**src/rtl/global_buffer_param.sv**
```systemverilog
// Global buffer sizing defaults shared by the GLB core blocks.
package global_buffer_param;

   localparam int PC_SCHED_DEPTH     = 4;
   localparam int PC_SCHED_GAP_WIDTH = 8;

endpackage

```
**src/rtl/global_buffer_pkg.sv**
```systemverilog
// Global buffer types: the parallel-config DMA header and the PC scheduler states.
package global_buffer_pkg;

   typedef struct packed {
      logic [15:0] startAddr;
      logic [15:0] numWords;
   } dma_pc_header_t;

   typedef enum logic [2:0] {
      IDLE      = 3'd0,
      ISSUE     = 3'd1,
      WAIT_DONE = 3'd2,
      GAP       = 3'd3,
      DONE      = 3'd4
   } pc_sched_state_e;

endpackage

```
**src/rtl/glb_core_pc_sched.sv**
```systemverilog
// Parallel-config scheduler: walks a queue of DMA headers, issuing one PC DMA
// segment at a time with an optional idle gap between segments.
module glb_core_pc_sched
   import global_buffer_pkg::*;
#(
   parameter int PC_SCHED_DEPTH     = global_buffer_param::PC_SCHED_DEPTH,
   parameter int PC_SCHED_GAP_WIDTH = global_buffer_param::PC_SCHED_GAP_WIDTH
) (
   input  logic                              clk,
   input  logic                              reset,
   input  logic                              cfg_pc_sched_en,
   input  logic [$clog2(PC_SCHED_DEPTH):0]   cfg_pc_num_headers,
   input  dma_pc_header_t                    cfg_pc_header_arr [PC_SCHED_DEPTH],
   input  logic [PC_SCHED_GAP_WIDTH-1:0]     cfg_pc_gap,
   input  logic                              pc_sched_start_pulse,
   output logic                              pc_sched_done_pulse,
   output logic                              cfg_pc_dma_mode,
   output dma_pc_header_t                    cfg_pc_dma_header,
   output logic                              pc_start_pulse,
   input  logic                              pc_done_pulse,
   output logic                              pc_sched_busy,
   output logic [$clog2(PC_SCHED_DEPTH)-1:0] pc_sched_cur_idx
);

   localparam int IDX_W = $clog2(PC_SCHED_DEPTH);
   localparam int CNT_W = IDX_W + 1;
   localparam int GW    = PC_SCHED_GAP_WIDTH;
   localparam logic [CNT_W-1:0] DEPTH_C = CNT_W'(PC_SCHED_DEPTH);

   pc_sched_state_e  r_state;
   pc_sched_state_e  w_stateNext;
   logic [IDX_W-1:0] r_idx;
   logic [IDX_W-1:0] w_idxNext;
   logic [GW-1:0]    r_gapCnt;
   logic [GW-1:0]    w_gapCntNext;
   logic             r_pcDoneD;
   logic             w_doneRise;
   logic [CNT_W-1:0] w_count;
   logic             w_lastSeg;

   // A DMA done pulse may stay high for several cycles; only its leading edge counts.
   assign w_doneRise = pc_done_pulse & ~r_pcDoneD;
   assign w_count    = (cfg_pc_num_headers > DEPTH_C) ? DEPTH_C : cfg_pc_num_headers;
   assign w_lastSeg  = ({1'b0, r_idx} == (w_count - CNT_W'(1)));

   always_ff @(posedge clk or posedge reset) begin
      if (reset) begin
         r_state   <= IDLE;
         r_idx     <= '0;
         r_gapCnt  <= '0;
         r_pcDoneD <= 1'b0;
      end else begin
         r_state   <= w_stateNext;
         r_idx     <= w_idxNext;
         r_gapCnt  <= w_gapCntNext;
         r_pcDoneD <= pc_done_pulse;
      end
   end

   // Dropping the enable abandons the sequence silently from any active state.
   always_comb begin
      w_stateNext  = r_state;
      w_idxNext    = r_idx;
      w_gapCntNext = r_gapCnt;
      if ((r_state != IDLE) && !cfg_pc_sched_en) begin
         w_stateNext  = IDLE;
         w_idxNext    = '0;
         w_gapCntNext = '0;
      end else begin
         case (r_state)
            IDLE: begin
               w_idxNext = '0;
               if (pc_sched_start_pulse && cfg_pc_sched_en) begin
                  w_stateNext = (cfg_pc_num_headers == '0) ? DONE : ISSUE;
               end
            end
            ISSUE: w_stateNext = WAIT_DONE;
            WAIT_DONE: begin
               if (w_doneRise) begin
                  if (w_lastSeg) begin
                     w_stateNext = DONE;
                  end else if (cfg_pc_gap == '0) begin
                     w_stateNext = ISSUE;
                     w_idxNext   = r_idx + IDX_W'(1);
                  end else begin
                     w_stateNext  = GAP;
                     w_gapCntNext = cfg_pc_gap;
                  end
               end
            end
            GAP: begin
               if (r_gapCnt <= GW'(1)) begin
                  w_stateNext  = ISSUE;
                  w_idxNext    = r_idx + IDX_W'(1);
                  w_gapCntNext = '0;
               end else begin
                  w_gapCntNext = r_gapCnt - GW'(1);
               end
            end
            DONE: begin
               w_stateNext = IDLE;
               w_idxNext   = '0;
            end
            default: begin
               w_stateNext = IDLE;
               w_idxNext   = '0;
            end
         endcase
      end
   end

   assign pc_start_pulse      = (r_state == ISSUE);
   assign pc_sched_done_pulse = (r_state == DONE);
   assign pc_sched_busy       = (r_state != IDLE);
   assign cfg_pc_dma_mode     = (r_state != IDLE);
   assign cfg_pc_dma_header   = (r_state != IDLE) ? cfg_pc_header_arr[r_idx] : '0;
   assign pc_sched_cur_idx    = r_idx;

endmodule

```
**config.mk**
```make
export PLATFORM = sky130hd
export DESIGN_NAME = glb_core_pc_sched
export DESIGN_NICKNAME = d
export VERILOG_FILES = /design/src/rtl/global_buffer_param.sv /design/src/rtl/global_buffer_pkg.sv /design/src/rtl/glb_core_pc_sched.sv
export SDC_FILE = /design/constraint.sdc
export NUM_CORES = 1
export LEC_CHECK = 0
export CAP_MARGIN = 20
export CELL_PAD_IN_SITES_DETAIL_PLACEMENT = 0
export CELL_PAD_IN_SITES_GLOBAL_PLACEMENT = 1
export CORE_ASPECT_RATIO = 0.8
export CORE_MARGIN = 4
export CORE_UTILIZATION = 24
export DETAILED_ROUTE_END_ITERATION = 8
export HOLD_SLACK_MARGIN = 0.12
export PLACE_DENSITY = 0.89
export RECOVER_POWER = 25
export SETUP_SLACK_MARGIN = 0.02
export SLEW_MARGIN = 20
export SYNTH_ARGS = -nofsm -noshare
export SYNTH_HDL_FRONTEND = slang
export SYNTH_SLANG_ARGS = --single-unit
```
**constraint.sdc**
```tcl
create_clock -name clk -period 4.3 [get_ports clk]
set_input_delay 1.075 -clock clk [delete_from_list [all_inputs] [get_ports clk]]
set_output_delay 1.075 -clock clk [all_outputs]
set_load 0.01 [all_outputs]
```
-- Yosys cells after proc, flatten, opt, wreduce, memory -nomap -nowiden
Cells that the tools add are included.
- bits in registers: 14
- input port bits: 144
- output and inout bits: 38
- word-level logic and storage cells: 61
- add/subtract/negate cells: 3
- order comparisons: 3
- equality and inequality tests: 12
- mux-type cells: 25
- bitwise logic cells: 3
- reduce and logical (&&, ||, !) cells: 11
- operator list (kind ; number):
    $mux W32 ; 3
    $bmux W32 S2 ; 1
    $mux W8 ; 5
    $mux W3 ; 7
    $ne A3 B3 Y1 const B ; 6
    $pmux W8 S2 ; 1
    $mux W2 ; 6
    $pmux W3 S4 ; 1
    $le A8 B1 Y1 const B ; 1
    $logic_not A8 Y1 ; 1
    $sub A8 B1 Y8 const B ; 1
    $eq A3 B2 Y1 const B ; 2
    $logic_not A3 Y1 ; 2
    $pmux W2 S3 ; 1
    $reduce_bool A3 Y1 ; 2
    $reduce_and A5 Y1 ; 1
    $reduce_and A4 Y1 ; 1
    $eq A2 B3 Y1 ; 1
    $eq A3 B1 Y1 const B ; 1
    $eq A3 B3 Y1 const B ; 1
    $ge A3 B3 Y1 const B ; 1
    $gt A3 B3 Y1 const B ; 1
    $not A2 Y3 ; 1
    $reduce_and A3 Y1 ; 1
    7 further kinds ; 8

-- Depth between registers and ports, before layout
Gate-level depths: netlist of run 1.
- word-level depth: 8
- mapped depth: 8
- mapped depth without buffers: 7

-- Least setup slack after synthesis of run 1
OpenSTA, ideal clock, no wires.
- kind: input -> output
- start: in cfg_pc_header_arr[0] (netlist bit)
- end: out cfg_pc_dma_header[0] (netlist bit)
- data arrival time: 1.698 ns
- required time: 3.225 ns
- path slack: 1.527 ns
- stages on the path: 2
- path buffers: 0
- cells stage by stage: mux4_2 > and2_1
- RTL lines (what ; line ; RTL):
    start: declaration ; glb_core_pc_sched.sv:13 ; input dma_pc_header_t cfg_pc_header_arr [PC_SCHED_DEPTH],
    end: declaration ; glb_core_pc_sched.sv:18 ; output dma_pc_header_t cfg_pc_dma_header,

==> results of run 1 <==
-- where the power goes --
part / leakage (nW) / switching [W] / total (W) / internal [W]
Combinational: 1.23 / 0.000492 / 0.00115 / 0.000659
Sequential: 0.178 / 0.0000781 / 0.000257 / 0.000179
Clock: 0.0288 / 0.0000479 / 0.000129 / 0.0000811
Total: 1.44 / 0.000618 / 0.00154 / 0.000918
-- layout by cell type, fill, tap and decap left out, types with 2 or more instances in the layout --
cell type | synthesis | final
a21oi_1 | 2 | 2
a22o_1 | 7 | 7
a31oi_1 | 2 | 2
and2_1 | 33 | 33
clkbuf_8 | 0 | 4
clkdlybuf4s50_1 | 0 | 179
dfrtp_1 | 14 | 13
dlygate4sd3_1 | 0 | 2
ha_1 | 3 | 3
inv_1 | 5 | 5
mux2i_1 | 3 | 3
mux4_2 | 32 | 32
nand2_1 | 8 | 8
nand2b_1 | 2 | 2
nand3_1 | 2 | 2
nor2_1 | 11 | 11
nor2b_1 | 3 | 3
nor3_1 | 5 | 5
nor3b_1 | 3 | 3
nor4_1 | 2 | 2
nor4_2 | 2 | 2
o21ai_0 | 8 | 8
o21ai_1 | 2 | 2
o31ai_1 | 4 | 4
or2_2 | 2 | 2
or3_1 | 2 | 2
xnor2_1 | 3 | 3
-- worst register-to-register path, cell delays in order (launching register included) --
cell	delay (ns)
dfrtp_2	0.44
buf_12	0.21
nor4b_1	0.33
and4bb_1	0.25
a211oi_4	0.32
or2_1	0.36
mux2i_1	0.23
-- flip-flops by register name, indices dropped and copies added (netlist names) --
register / count
pc_sched_cur_idx: 2
r_gapCnt: 8
r_pcDoneD: 1
r_state: 3
-- stage by stage --
| step | worst slack (ns) | hold slack, ns | cells | power, W | utilization [%] |
|---|---|---|---|---|---|
| 2_1_floorplan | 1.53 | 0.511 | 200 | 0.000905 | - |
| 3_3_place_gp | 0.568 | 0.517 | 479 | 0.00140 | 46.9 |
| 3_5_place_dp | 0.546 | 0.545 | 479 | 0.00141 | 46.9 |
| 4_1_cts | 0.541 | 0.559 | 483 | 0.00155 | 47.6 |
| 5_1_grt | 0.519 | 0.589 | 483 | 0.00165 | 47.6 |
| 6_report | 0.556 | 0.553 | 483 | 0.00154 | 47.6 |
-- path summary, 6_finish.rpt --
| check | from | end | slack [ns] | depth (start not counted) |
|---|---|---|---|---|
| worst max-delay path | cfg_pc_header_arr[0] | cfg_pc_dma_header[0] | 0.56 | 4 |
| min in group asynchronous | reset | r_gapCnt[3] | 1.31 | 2 |
| worst min register to register | pc_sched_cur_idx[1] | pc_sched_cur_idx[1] | 0.55 | 1 |
| worst min-delay path | pc_sched_cur_idx[1] | pc_sched_cur_idx[1] | 0.55 | 1 |
| worst max register to register | pc_sched_cur_idx[0] | r_gapCnt[0] | 2.08 | 6 |
| max in group asynchronous | reset | pc_sched_cur_idx[0] | 2.59 | 2 |
-- final cells by class --
type,instances,area share [%]
sequential,14,8.67
inverter,5,0.463
clock buffer,4,1.36
multi-input combinational,165,40.7
tap,112,3.46
timing repair buffer,183,45.4
-- kinds of logic (layout without fill, tap and decap cells) --
family | count (synthesis) | count (layout)
flops | 14 | 14
xor+xnor | 4 | 4
mux | 36 | 36
fa+ha+maj | 3 | 3
simple gates | 87 | 87
compound gates | 35 | 35
buf+inv | 21 | 192
-- layer usage --
layer  vias up  GRT usage, %
met3        16          4.16
met2       105          30.8
li1       1122             -
met5         -             0
met4         0          3.60
met1      1158          21.0
==> key figures, run 1 <==
Clock network
  • CTS H-Tree Depth: 1
  • Hold buffer count at CTS: 0
  • Post-cts sizing count: 0
  • Deepest clock path buffer count: 2
  • Num CTS Buffers: 3
  • Register clock-pin slew on the reported worst setup and hold paths: 0.06 ns
  • CTS tree: done
  • Root Buffer: clkbuf_8
  • Setup bufs post-CTS: 0
  • Skew-Pair Late Insertion Delay: 0.25 ns
  • CTS Sinks: 14

Synthesis
  • Dominant cell type by area after synthesis: mux4_2
  • Compound-Gate Fraction of Synth Area: 12.8%
  • Largest cells by area after synthesis: mux4_2, dfrtp_1, and2_1, a22o_1, nor2_1
  • Synth top cells by count: and2_1, mux4_2, dfrtp_1
  • Seq cells post-synth: 14
  • Distinct cells, synth: 52
  • Mux share of post-synthesis cell area: 36.2%
  • Ys Warns: 0
  • Synthesized instance count: 200
  • Ys async rst share: 100%
  • Share of the synthesized area in the top cell type: 34.2%
  • Most frequent cell after synthesis: and2_1
  • Ys flop type: dfrtp_1
  • Syn Area/Cell: 10.5 µm²
  • Synth Cell Area: 2110 µm²
  • Largest family of logic cells by synthesized area: multiplexers
  • Syn Nets: 347
  • Synth Area in Adders: 1.78%
  • Synth Area in Simple Gates: about a quarter
  • Synth Area in XOR/XNOR: about 1.7%
  • Post-synth EDFFs: 0
  • Sequential share of the synthesized area: ~17%

Route
  • DR DRC count: 0
  • DR top layer: met4
  • WL met2: 4820 µm
  • Final wirelength: 9250 µm
  • WL per Instance: 19.1 µm
  • DR vias: 2,401
  • Vias per cell: about 5.0
  • Metal3 WL: 592 µm
  • Drt first pass iters: 4
  • Antenna-violating nets left: 0
  • DRT iter0 DRCs: 69
  • Met1 Routed Length: 3640 µm

Global route
  • Global-route wire length before repair: 14,200 µm
  • Gr ovfl total: 0
  • Initial antenna violation count: 0
  • Vias in the first global route: 2,682
  • Total GRT Usage: 17.2%
  • Largest net degree at the start of global routing: 38

Critical path
  • Slowest Stage Delay on Critical Path: 0.51 ns
  • Critical Path RT: 3.22 ns
  • Largest delay share family, worst path: buffers and inverters
  • Worst setup path class: input port to output port
  • CP endpoint kind: output port
  • Top cell by count, worst path: clkdlybuf4s50_1
  • Critical-path top delay cell: mux4_2
  • Max FO, Critical Path: 1
  • Startpoint type of the worst setup path: input port
  • Buf/Inv on CP: 2
  • CP Cell Sequence: clkdlybuf4s50_1 > mux4_2 > and2_1 > clkdlybuf4s50_1
  • Worst Path Arrival: 2.67 ns

Die
  • Core area: 8520 µm²
  • Die span in y: 91.8 µm
  • Row count: 30
  • DIE WIDTH: 113 µm
  • Starting density of the core: 24.7%
  • I/O pin count: around 180
  • Die ar.: 10,300 µm²

Placement
  • Post-Place Cell Area: about 4000 µm²
  • Detailed placer's ending HPWL: 7870 µm
  • Port bufs: 181
  • Final Wtd Congestion: 0.875

Final layout
  • Design Area, Final: 4050 µm²
  • Fill cells: 778
  • Layout area overhead: 92.5%
  • Final #Nets: 519
  • FF/Latch Area: 352 µm²
  • Layout cell share with drive strength beyond 1: 14.0%
  • Area of the multi-input gates: 1650 µm²
  • # diodes: 0

Run
  • Max Cap Viol: 0

Status
  • Status: finished clean

Hold path
  • HP Class: flip-flop to flip-flop

Timing
  • Unrepaired setup endpoints after global routing: false
  • Final Setup Violations: 0
  • Setup_tns: 0 ns
  • Clock Skew: 0.00624 ns
  • Slew HR: between 60% and 70%
  • Max-slew violation count: 0
  • Tmin final: 3.74 ns
  • Worst slew pin tran: 0.564 ns
  • Fmax: roughly 0.27 GHz
  • Period utilization: 87.1%
  • Hold violation count in the final report: 0

Power
  • PD cells: ~380 nW/µm²
  • Peak supply drop: roughly 180 µV
  • Leakage: 1.44 nW
Power figures use the tool's default switching activity.
==> inputs of run 2 (changes only) <==
- CORE_MARGIN: 4 -> default
==> key figures, run 2 (synthesis results as in run 1) <==
Route
  • Drt first pass iters: 5
  • Vias per cell: between 4 and 5
  • Antenna-violating nets left: 0
  • DR vias: 2,340
  • WL per Instance: 17.3 µm
  • DRT iter0 DRCs: 68
  • Final wirelength: 8360 µm
  • DR DRC count: 0

Global route
  • Vias in the first global route: 2,349
  • Gr ovfl total: 0
  • Met1 Use GR: 24.4%
  • Most used routing layer: met2
  • GR met2 Demand/Resource: 29.5%
  • Largest net degree at the start of global routing: 36
  • Total GRT Usage: roughly 18%
  • Routing usage on met3: 2.96%
  • Initial antenna violation count: 0
  • Global-route wire length before repair: 12,400 µm

Final layout
  • Layout cell share with drive strength beyond 1: 13.7%
  • Layout area overhead: 93.0%
  • Cell Count, Final, Fillers Out: approximately 480
  • Most common cell after layout, fill and taps aside: clkdlybuf4s50_1
  • Largest reg by FF count: r_gapCnt
  • Max FFs per register: 8
  • Final #Nets: 519
  • Fill cells: 800
  • Most frequent cells in the layout: clkdlybuf4s50_1, and2_1, mux4_2
  • Final core utilization: 47.9%
  • # diodes: 0

Critical path
  • Slowest Stage Delay on Critical Path: 0.50 ns
  • Buf/Inv on CP: 2
  • Crit path from: cfg_pc_header_arr[96]
  • Number of cells on the critical path: 4
  • Critical Path RT: about 3.2 ns
  • Top cell by count, worst path: clkdlybuf4s50_1
  • FF-to-FF path depth: 5
  • Critical-path top delay cell: mux4_2
  • Max FO, Critical Path: 1
  • CP endpoint kind: output port
  • Startpoint type of the worst setup path: input port
  • R2R Path Start: pc_sched_cur_idx[0]
  • Worst Path Arrival: 2.67 ns
  • Largest delay share family, worst path: buffers and inverters
  • CP Cell Sequence: clkdlybuf4s50_1 > mux4_2 > and2_1 > clkdlybuf4s50_1
  • Worst setup path class: input port to output port

Timing
  • Setup_tns: 0 ns
  • Final Setup Violations: 0
  • Tmin final: 3.75 ns
  • Slew HR: 52.4%
  • Max-slew violation count: 0
  • Worst slew pin tran: 0.714 ns
  • Fmax: approximately 0.27 GHz
  • Final hold slack: 0.570 ns
  • Period utilization: 87.2%
  • Hold violation count in the final report: 0
  • Clock Skew: around 0.0010 ns
  • Unrepaired setup endpoints after global routing: false

Placement
  • Detailed placer's ending HPWL: between 6000 and 7000 µm
  • Final Wtd Congestion: 0.765
  • Placed Instances: 479
  • Port bufs: 181

Clock network
  • Post-cts sizing count: 0
  • Num CTS Buffers: 3
  • CTS H-Tree Depth: 1
  • Root Buffer: clkbuf_8
  • Skew-Pair Late Insertion Delay: 0.25 ns
  • Setup bufs post-CTS: 0
  • Hold buffer count at CTS: 0
  • Deepest clock path buffer count: 2
  • CTS Sinks: 14
  • CTS tree: done
  • Register clock-pin slew on the reported worst setup and hold paths: 0.06 ns

Power
  • Peak supply drop: 172 µV
  • PD cells: 378 nW/µm²
  • Leakage: about 1.4 nW

Die
  • Starting density of the core: 24.8%
  • Row count: 30
  • Die ar.: roughly 9200 µm²
  • Core area: 8480 µm²
  • I/O pin count: 182
  • DIE WIDTH: 107 µm
  • Die span in y: between 80 and 90 µm

Hold path
  • HP Class: flip-flop to flip-flop
  • HP Start: r_gapCnt[1]
  • Hold Path Cell Cnt: 1

Run
  • Max Cap Viol: 0

Status
  • Status: finished clean
-- run 2: cell counts in the layout (fill, tap and decap cells not counted) --
Identical to the previous run, type by type.
-- run 2: stage by stage --
step                      instance area (µm²)  setup WS, ns  total power (W)
final                                    4070         0.550          0.00154
after global routing                     4070         0.442          0.00165
after CTS                                4070         0.562          0.00155
after detailed placement                 4010         0.567          0.00141
after global placement                   4010         0.564          0.00140
after floorplan                          2110          1.53         0.000905
-- run 2: area by class of cell --
cell class | instances | area (µm²) | area share, %
clock buffer | 4 | 55.1 | 1.35
tap | 112 | 140 | 3.45
timing repair buffer | 183 | 1850 | 45.6
inverter | 5 | 18.8 | 0.462
sequential | 14 | 350 | 8.62
multi-input combinational | 165 | 1650 | 40.6
-- run 2: worst paths after layout --
kind / end / slack, ns
worst max-delay path: cfg_pc_dma_header[0] / 0.55
max in group asynchronous: r_gapCnt[2] / 2.60
min in group asynchronous: r_pcDoneD / 1.33
worst max register to register: r_gapCnt[0] / 1.95
worst min register to register: r_gapCnt[1] / 0.57
worst min-delay path: r_gapCnt[1] / 0.57
-- run 2: metal layers --
layer | up-vias | wire length, µm
met3 | 6 | 409
met2 | 79 | 4250
met5 | - | 0
li1 | 1118 | -
met1 | 1137 | 3640
met4 | 0 | 61
-- run 2: power breakdown --
group	switching, W	total (W)	leakage, nW	internal [W]
sequential	0.0000938	0.000272	0.180	0.000178
clock	0.0000526	0.000134	0.0288	0.0000812
combinational	0.000468	0.00113	1.24	0.000664
total	0.000615	0.00154	1.44	0.000923
